--- config.mk ---
export PLATFORM = sky130hd
export DESIGN_NAME = lms_wb_master_flat
export DESIGN_NICKNAME = d
export VERILOG_FILES = /design/src/rtl/lms_pkg.sv /design/src/rtl/lms_wb_master_if.sv /design/src/rtl/sync_fifo.sv /design/src/rtl/lms_wb_master.sv /design/src/flat_wrapper.sv
export SDC_FILE = /design/constraint.sdc
export NUM_CORES = 1
export LEC_CHECK = 0
export CORE_MARGIN = 2
export CORE_UTILIZATION = 55
export DETAILED_ROUTE_END_ITERATION = 10
export DONT_BUFFER_PORTS = 1
export PLACE_DENSITY = 0.68
export SETUP_SLACK_MARGIN = 0.15
export SLEW_MARGIN = 20
export SYNTH_ARGS = -nofsm -noshare
export SYNTH_HDL_FRONTEND = slang
export SYNTH_SLANG_ARGS = --single-unit
--- constraint.sdc ---
create_clock -name Clk -period 2.9 [get_ports Clk]
set_input_delay 0.58 -clock Clk [delete_from_list [all_inputs] [get_ports Clk]]
set_output_delay 0.58 -clock Clk [all_outputs]
set_load 0.1 [all_outputs]
--- src/rtl/lms_pkg.sv ---
// Shared definitions for the LMS Wishbone master.
// Holds the sample width, the register byte addresses of the LMS core
// on the bus, the sequencer state enum and a helper that says which
// states drive a bus transaction.
package lms_pkg;

    localparam int SAMPLE_W = 16;
    localparam int ADR_W    = 32;

    localparam logic [ADR_W-1:0] ADR_X    = 32'h0000_0000;
    localparam logic [ADR_W-1:0] ADR_D    = 32'h0000_0004;
    localparam logic [ADR_W-1:0] ADR_MODE = 32'h0000_0008;
    localparam logic [ADR_W-1:0] ADR_Y    = 32'h0000_000C;
    localparam logic [ADR_W-1:0] ADR_ERR  = 32'h0000_0010;

    typedef enum logic [2:0] {
        ST_IDLE,
        ST_WR_MODE,
        ST_WR_X,
        ST_WR_D,
        ST_SETTLE,
        ST_RD_Y,
        ST_RD_E,
        ST_OUT
    } lms_state_t;

    // States that own one Wishbone transaction each.
    function automatic logic is_bus_state(input lms_state_t s);
        return (s == ST_WR_MODE) || (s == ST_WR_X) || (s == ST_WR_D) ||
               (s == ST_RD_Y) || (s == ST_RD_E);
    endfunction

endpackage

--- src/rtl/lms_wb_master_if.sv ---
// Wishbone classic bus between the LMS master and the LMS core registers.
//   wb_cyc_o / wb_stb_o / wb_we_o : master strobes
//   wb_adr_o                      : byte address (32 bit)
//   wb_dat_o                      : write data (16 bit)
//   wb_dat_i                      : read data (16 bit)
//   wb_ack_i                      : slave acknowledge
// Modports: master (drives strobes/address/write data), slave (drives ack/read data).
interface lms_wb_master_if;
    import lms_pkg::*;

    logic                wb_cyc_o;
    logic                wb_stb_o;
    logic                wb_we_o;
    logic [ADR_W-1:0]    wb_adr_o;
    logic [SAMPLE_W-1:0] wb_dat_o;
    logic [SAMPLE_W-1:0] wb_dat_i;
    logic                wb_ack_i;

    modport master (
        output wb_cyc_o, wb_stb_o, wb_we_o, wb_adr_o, wb_dat_o,
        input  wb_dat_i, wb_ack_i
    );

    modport slave (
        input  wb_cyc_o, wb_stb_o, wb_we_o, wb_adr_o, wb_dat_o,
        output wb_dat_i, wb_ack_i
    );

endinterface

--- src/rtl/sync_fifo.sv ---
// Single-clock FIFO with show-ahead head word.
//   Clk, Rst     : clock, synchronous active-high reset (empties the FIFO)
//   push/wr_data : write request and data; ignored while full
//   pop          : drop the head word; ignored while empty
//   rd_data      : current head word, valid while !empty
//   full/empty   : status flags
// Pointers carry one extra wrap bit so full and empty are distinguishable
// without a separate counter.
module sync_fifo #(
    parameter int WIDTH = 32,
    parameter int DEPTH = 4
) (
    input  logic             Clk,
    input  logic             Rst,
    input  logic             push,
    input  logic [WIDTH-1:0] wr_data,
    input  logic             pop,
    output logic [WIDTH-1:0] rd_data,
    output logic             full,
    output logic             empty
);

    localparam int AW = $clog2(DEPTH);
    localparam int PW = AW + 1;

    logic [WIDTH-1:0] mem [DEPTH];
    logic [PW-1:0]    wr_ptr_reg;
    logic [PW-1:0]    rd_ptr_reg;

    always_ff @(posedge Clk) begin
        if (Rst) begin
            wr_ptr_reg <= '0;
            rd_ptr_reg <= '0;
        end else begin
            if (push && !full) begin
                wr_ptr_reg <= wr_ptr_reg + PW'(1);
            end
            if (pop && !empty) begin
                rd_ptr_reg <= rd_ptr_reg + PW'(1);
            end
        end
    end

    always_ff @(posedge Clk) begin
        if (push && !full) begin
            mem[wr_ptr_reg[AW-1:0]] <= wr_data;
        end
    end

    assign rd_data = mem[rd_ptr_reg[AW-1:0]];
    assign empty   = (wr_ptr_reg == rd_ptr_reg);
    assign full    = (wr_ptr_reg[AW-1:0] == rd_ptr_reg[AW-1:0]) &&
                     (wr_ptr_reg[AW] != rd_ptr_reg[AW]);

endmodule

--- src/rtl/lms_wb_master.sv ---
// Wishbone master that feeds buffered {x, d} samples to a memory-mapped
// LMS core and returns the filter output and error.
//   Clk, Rst            : clock, synchronous active-high reset
//   s_valid/s_ready     : input sample handshake, s_x / s_d sample data
//   mode_train          : requested LMS mode, written to MODE when it changes
//   m_valid/m_ready     : result handshake, m_y / m_err read back from the core
//   wb                  : Wishbone master port (see lms_wb_master_if)
//   timeout_o           : one-cycle pulse when a transaction is aborted
// Per sample: write X, write D, wait SETTLE cycles, read Y, read ERR, present.
// Each transaction holds cyc/stb until ack, then spends one idle "gap" cycle
// with the bus released before the sequencer moves on.
module lms_wb_master
    import lms_pkg::*;
#(
    parameter int FIFO_DEPTH = 4,
    parameter int SETTLE     = 2,
    parameter int TIMEOUT    = 16
) (
    input  logic                       Clk,
    input  logic                       Rst,
    input  logic                       s_valid,
    output logic                       s_ready,
    input  logic signed [SAMPLE_W-1:0] s_x,
    input  logic signed [SAMPLE_W-1:0] s_d,
    input  logic                       mode_train,
    output logic                       m_valid,
    input  logic                       m_ready,
    output logic signed [SAMPLE_W-1:0] m_y,
    output logic signed [SAMPLE_W-1:0] m_err,
    lms_wb_master_if.master            wb,
    output logic                       timeout_o
);

    localparam int TW = $clog2(TIMEOUT + 1);

    lms_state_t state_reg, state_next;

    logic                  gap_reg;
    logic [TW-1:0]         timer_reg;
    logic [3:0]            settle_cnt_reg;
    logic                  last_mode_reg;
    logic                  mode_wr_reg;
    logic [SAMPLE_W-1:0]   m_y_reg;
    logic [SAMPLE_W-1:0]   m_err_reg;
    logic                  timeout_reg;

    logic                  fifo_full;
    logic                  fifo_empty;
    logic                  fifo_push;
    logic                  fifo_pop;
    logic [2*SAMPLE_W-1:0] fifo_head;

    logic bus_active;
    logic bus_ack;
    logic bus_abort;
    logic settle_done;

    // A transaction is outstanding in the first phase of every bus state;
    // acks seen at any other time are ignored.
    assign bus_active  = is_bus_state(state_reg) && !gap_reg;
    assign bus_ack     = bus_active && wb.wb_ack_i;
    assign bus_abort   = bus_active && !wb.wb_ack_i && (timer_reg == TW'(TIMEOUT - 1));
    assign settle_done = (SETTLE == 0) || (settle_cnt_reg == 4'(SETTLE - 1));

    // The head sample leaves the buffer once D is written, or when a
    // transaction for it aborts before that point.
    assign fifo_push = s_valid && !fifo_full;
    assign fifo_pop  = ((state_reg == ST_WR_D) && bus_ack) ||
                       (bus_abort && ((state_reg == ST_WR_X) || (state_reg == ST_WR_D)));

    sync_fifo #(
        .WIDTH (2 * SAMPLE_W),
        .DEPTH (FIFO_DEPTH)
    ) u_fifo (
        .Clk     (Clk),
        .Rst     (Rst),
        .push    (fifo_push),
        .wr_data ({s_x, s_d}),
        .pop     (fifo_pop),
        .rd_data (fifo_head),
        .full    (fifo_full),
        .empty   (fifo_empty)
    );

    // State register.
    always_ff @(posedge Clk) begin
        if (Rst) begin
            state_reg <= ST_IDLE;
        end else begin
            state_reg <= state_next;
        end
    end

    // Next-state logic. Mode changes are only considered in IDLE, so a MODE
    // write can never land inside one sample's X..ERR sequence.
    always_comb begin
        state_next = state_reg;
        case (state_reg)
            ST_IDLE: begin
                if (mode_train != last_mode_reg) begin
                    state_next = ST_WR_MODE;
                end else if (!fifo_empty) begin
                    state_next = ST_WR_X;
                end
            end
            ST_WR_MODE: if (bus_abort || gap_reg) state_next = ST_IDLE;
            ST_WR_X:    if (bus_abort) state_next = ST_IDLE; else if (gap_reg) state_next = ST_WR_D;
            ST_WR_D:    if (bus_abort) state_next = ST_IDLE; else if (gap_reg) state_next = ST_SETTLE;
            ST_SETTLE:  if (settle_done) state_next = ST_RD_Y;
            ST_RD_Y:    if (bus_abort) state_next = ST_IDLE; else if (gap_reg) state_next = ST_RD_E;
            ST_RD_E:    if (bus_abort) state_next = ST_IDLE; else if (gap_reg) state_next = ST_OUT;
            ST_OUT:     if (m_ready) state_next = ST_IDLE;
            default:    state_next = ST_IDLE;
        endcase
    end

    // Output logic: bus fields are only non-zero while a transaction is out.
    always_comb begin
        wb.wb_cyc_o = bus_active;
        wb.wb_stb_o = bus_active;
        wb.wb_we_o  = 1'b0;
        wb.wb_adr_o = '0;
        wb.wb_dat_o = '0;
        if (bus_active) begin
            case (state_reg)
                ST_WR_MODE: begin
                    wb.wb_we_o  = 1'b1;
                    wb.wb_adr_o = ADR_MODE;
                    wb.wb_dat_o = {{(SAMPLE_W-1){1'b0}}, mode_wr_reg};
                end
                ST_WR_X: begin
                    wb.wb_we_o  = 1'b1;
                    wb.wb_adr_o = ADR_X;
                    wb.wb_dat_o = fifo_head[2*SAMPLE_W-1:SAMPLE_W];
                end
                ST_WR_D: begin
                    wb.wb_we_o  = 1'b1;
                    wb.wb_adr_o = ADR_D;
                    wb.wb_dat_o = fifo_head[SAMPLE_W-1:0];
                end
                ST_RD_Y: wb.wb_adr_o = ADR_Y;
                ST_RD_E: wb.wb_adr_o = ADR_ERR;
                default: ;
            endcase
        end
        m_valid = (state_reg == ST_OUT);
    end

    // Datapath and per-transaction bookkeeping.
    always_ff @(posedge Clk) begin
        if (Rst) begin
            gap_reg        <= 1'b0;
            timer_reg      <= '0;
            settle_cnt_reg <= '0;
            last_mode_reg  <= 1'b0;
            mode_wr_reg    <= 1'b0;
            m_y_reg        <= '0;
            m_err_reg      <= '0;
            timeout_reg    <= 1'b0;
        end else begin
            // The gap lasts exactly the cycle after ack; an abort leaves it clear.
            gap_reg     <= bus_ack;
            timeout_reg <= bus_abort;
            timer_reg   <= (bus_active && !wb.wb_ack_i && !bus_abort) ? timer_reg + TW'(1) : '0;
            settle_cnt_reg <= ((state_reg == ST_SETTLE) && !settle_done) ?
                              settle_cnt_reg + 4'd1 : 4'd0;
            // Freeze the mode value for the whole MODE write so it stays stable.
            if ((state_reg == ST_IDLE) && (state_next == ST_WR_MODE)) begin
                mode_wr_reg <= mode_train;
            end
            if ((state_reg == ST_WR_MODE) && bus_ack) begin
                last_mode_reg <= mode_wr_reg;
            end
            if ((state_reg == ST_RD_Y) && bus_ack) begin
                m_y_reg <= wb.wb_dat_i;
            end
            if ((state_reg == ST_RD_E) && bus_ack) begin
                m_err_reg <= wb.wb_dat_i;
            end
        end
    end

    assign s_ready   = !fifo_full;
    assign m_y       = m_y_reg;
    assign m_err     = m_err_reg;
    assign timeout_o = timeout_reg;

endmodule

--- src/flat_wrapper.sv ---
// flat-port wrapper written by rule: the top's interface ports become plain ports
module lms_wb_master_flat import lms_pkg::*;
#(
    parameter int FIFO_DEPTH = 4,
    parameter int SETTLE     = 2,
    parameter int TIMEOUT    = 16
)
  (Clk, Rst, s_valid, s_ready, s_x, s_d, mode_train, m_valid, m_ready, m_y, m_err, timeout_o, wb_wb_cyc_o, wb_wb_stb_o, wb_wb_we_o, wb_wb_adr_o, wb_wb_dat_o, wb_wb_dat_i, wb_wb_ack_i);
  lms_wb_master_if wb_i ();
  input  logic Clk;
  input  logic Rst;
  input  logic s_valid;
  output logic s_ready;
  input  logic signed [SAMPLE_W-1:0] s_x;
  input  logic signed [SAMPLE_W-1:0] s_d;
  input  logic mode_train;
  output logic m_valid;
  input  logic m_ready;
  output logic signed [SAMPLE_W-1:0] m_y;
  output logic signed [SAMPLE_W-1:0] m_err;
  output logic timeout_o;
  output wire logic [$bits(wb_i.wb_cyc_o)-1:0] wb_wb_cyc_o;
  output wire logic [$bits(wb_i.wb_stb_o)-1:0] wb_wb_stb_o;
  output wire logic [$bits(wb_i.wb_we_o)-1:0] wb_wb_we_o;
  output wire logic [$bits(wb_i.wb_adr_o)-1:0] wb_wb_adr_o;
  output wire logic [$bits(wb_i.wb_dat_o)-1:0] wb_wb_dat_o;
  input wire logic [$bits(wb_i.wb_dat_i)-1:0] wb_wb_dat_i;
  input wire logic [$bits(wb_i.wb_ack_i)-1:0] wb_wb_ack_i;
  assign wb_wb_cyc_o = wb_i.wb_cyc_o;
  assign wb_wb_stb_o = wb_i.wb_stb_o;
  assign wb_wb_we_o = wb_i.wb_we_o;
  assign wb_wb_adr_o = wb_i.wb_adr_o;
  assign wb_wb_dat_o = wb_i.wb_dat_o;
  assign wb_i.wb_dat_i = wb_wb_dat_i;
  assign wb_i.wb_ack_i = wb_wb_ack_i;
  lms_wb_master #(.FIFO_DEPTH(FIFO_DEPTH), .SETTLE(SETTLE), .TIMEOUT(TIMEOUT)) u_core (.Clk(Clk), .Rst(Rst), .s_valid(s_valid), .s_ready(s_ready), .s_x(s_x), .s_d(s_d), .mode_train(mode_train), .m_valid(m_valid), .m_ready(m_ready), .m_y(m_y), .m_err(m_err), .wb(wb_i), .timeout_o(timeout_o));
endmodule
==> results.tsv, run 1 <==
metric	value	unit
ys_ff_latch	184	
drt_iter0_drc	310	
via_per_inst	5.57	
critPathRequiredTime	2.32	ns
largest_reg_flops	128	
cellPowerDensity	719	nW/um^2
yosysTopAreaCell	edfxtp_1	
layout_setup_ws	0.298	ns
final_util	0.653	
synthTopCellsByArea	edfxtp_1 (51%), dfxtp_1 (15%), mux4_2 (9.6%)	
cts_tree	yes	
grt_setup_unrepaired	no	
cp_slowest_cell	buf_4	
yosys_warnings	0	
setup_viol	0	
timing.final.crit_period	2.60	ns
r2r_end	u_core.m_y[1]	
endpoint	wb_wb_dat_o[0]	
fmax	0.384	GHz
status	complete, no violations	
yosysUniqueCellTypes	47	
path_buf_inv	2	
syn_inst	519	
ff2ff_setup_slack	0.73	ns
critical_path.endpoint_type	output pin	
synth_top_area_frac	0.514	
ios	140	
yosysMostFrequentCell	edfxtp_1	
period_share	0.897	
critical_path.top_delay_family	buffers and inverters	
grt_max_degree	48	
ir_drop	0.464	mV
diodes	0	
hold_viol_final	0	
fp.dieH	121	um
vias	4064	
numCtsBuffers	17	
p_leak	2.85	nW
cp_max_fo	32	
skew	0.00828	ns
min_path_type	primary input to flop	
ys_seq_area_frac	0.664	
rr_worst_depth	5	
drc	0	
area_delta_synth_final	15.6	%
critical_path.max_stage_delay	0.42	ns
crit_type	flop to output pin	
arrival	2.02	ns
postSynthAreaPerCell	14.4	sq um
dr.pass1.iters	4	
dieArea	14500	sq um
crit_chain	buf_4 > mux4_2 > nand4b_1 > a21boi_2 > buf_12	
rr_startpoint	u_core.state_reg[0]	
crit_cells	5	
relSlewSlack	0.334	
wl_per_cell	18.7	um
synthFlopType	edfxtp_1	
power.total	6.21	mW
drive_gt1_frac	0.240	
start_kind	flop	
hp-start	Rst	
track_usage	0.198	
cts_max_path_buffers	2	
clk_pin_slew_worst_paths	0.07	ns
synth_edf_count	128	
clock-sinks	184	
nFillCells	944	
hold_buffers	0	
grt_pass1_vias	4149	
drv_slew	0	
clk_latency	0.42	ns
antenna_left	0	
grt_pass1_wl	21600	um
synthTopCellsByCount	edfxtp_1 (128), nand2_1 (67), dfxtp_1 (56)	
nets	604	
die_x	121	um
gr-total-overflow	0	
tns	0	ns
htreeDepth	4	
place_congestion	0.721	
syn_area	7470	sq um
place_ws	0.696	ns
finalWirelength	13700	um
postSynth.asyncResetShare	0	
drv_cap	0	
port_buffers	0	
hpwl	8490	um
core	13200	sq um
max_slew.worst_pin.slew	0.997	ns
clock-root-buffer	clkbuf_16	
rows	42	
antenna_found_initial	0	
initial_utilization	0.564	
-- area by class of cell --
type                    instances  area (sq um)  share of cell area
flip-flops and latches        184          4970               0.575
multi-input cells             294          2290               0.265
repair buffers                 35           513              0.0594
clock buffers                  17           425              0.0492
well taps                     176           220              0.0255
clock inverters                15           193              0.0223
inverters                       9          33.8             0.00391
-- what timing repair did --
item                                   4_1_cts  5_1_grt
endpoints found under the hold margin        0        0
setup endpoints to repair                    0        3
setup buffers                                0        0
gates resized for setup                      0        0
-- layout by cell type, fill, tap and decap left out, types with 6 or more instances in the layout --
cell type,n
dfxtp_1,54
inv_1,9
xnor2_1,9
conb_1,29
and2_1,6
mux2i_1,20
buf_12,17
nand2_1,67
ha_1,9
nor2_1,17
clkbuf_16,18
edfxtp_1,128
nor2_2,20
buf_4,16
a21oi_1,39
nand3_1,8
mux4_2,32
-- cells by family after synthesis --
kind of cell	count (synthesis)	synth area share
xor gates and xnor gates	12	0.0141
adders and majority gates	9	0.0151
DFF	184	0.664
buffers and inverters	69	0.0537
muxes	52	0.123
other	1	0.000502
AOI/OAI and AO/OA	54	0.0450
and+or+nand+nor	138	0.0842
-- worst min-delay path by stage --
stage               slack [ns]             endpoint  depth (start not counted)
floorplan                 0.42  u_core.timer_reg[0]                          1
global placement          0.43  u_core.timer_reg[0]                          1
detailed placement        0.45  u_core.timer_reg[0]                          1
CTS                       0.20       u_core.m_y[11]                          1
global route              0.20       u_core.m_y[15]                          1
finish                    0.22  u_core.state_reg[0]                          1
-- through the flow --
stage / cells / hold WS [ns] / area (sq um)
after floorplan: 547 / 0.418 / 7640
after global placement: 697 / 0.433 / 8000
after detailed placement: 697 / 0.449 / 8000
after CTS: 729 / 0.204 / 8620
after global routing: 730 / 0.202 / 8640
final: 730 / 0.221 / 8640
-- metal layers --
metal	track usage	routed length, um	vias up
met1	0.240	5510	2012
li1	-	-	1882
met2	0.330	6830	154
met4	0.0698	177	0
met5	0	0	-
met3	0.0689	1140	16
-- power by group --
group	leakage (nW)	internal, mW	switching (mW)
clock	0.294	1.38	0.998
combinational	0.929	0.246	0.624
sequential	1.63	2.92	0.0484
Power figures use the tool's default switching activity.
==> inputs of run 2 (changes only) <==
- ABC_CLOCK_PERIOD_IN_PS: not set -> 2900
- CAP_MARGIN: not set -> 20
==> results of run 2 <==
Same layout as run 1: the final DEF is identical, and so are final timing and power.
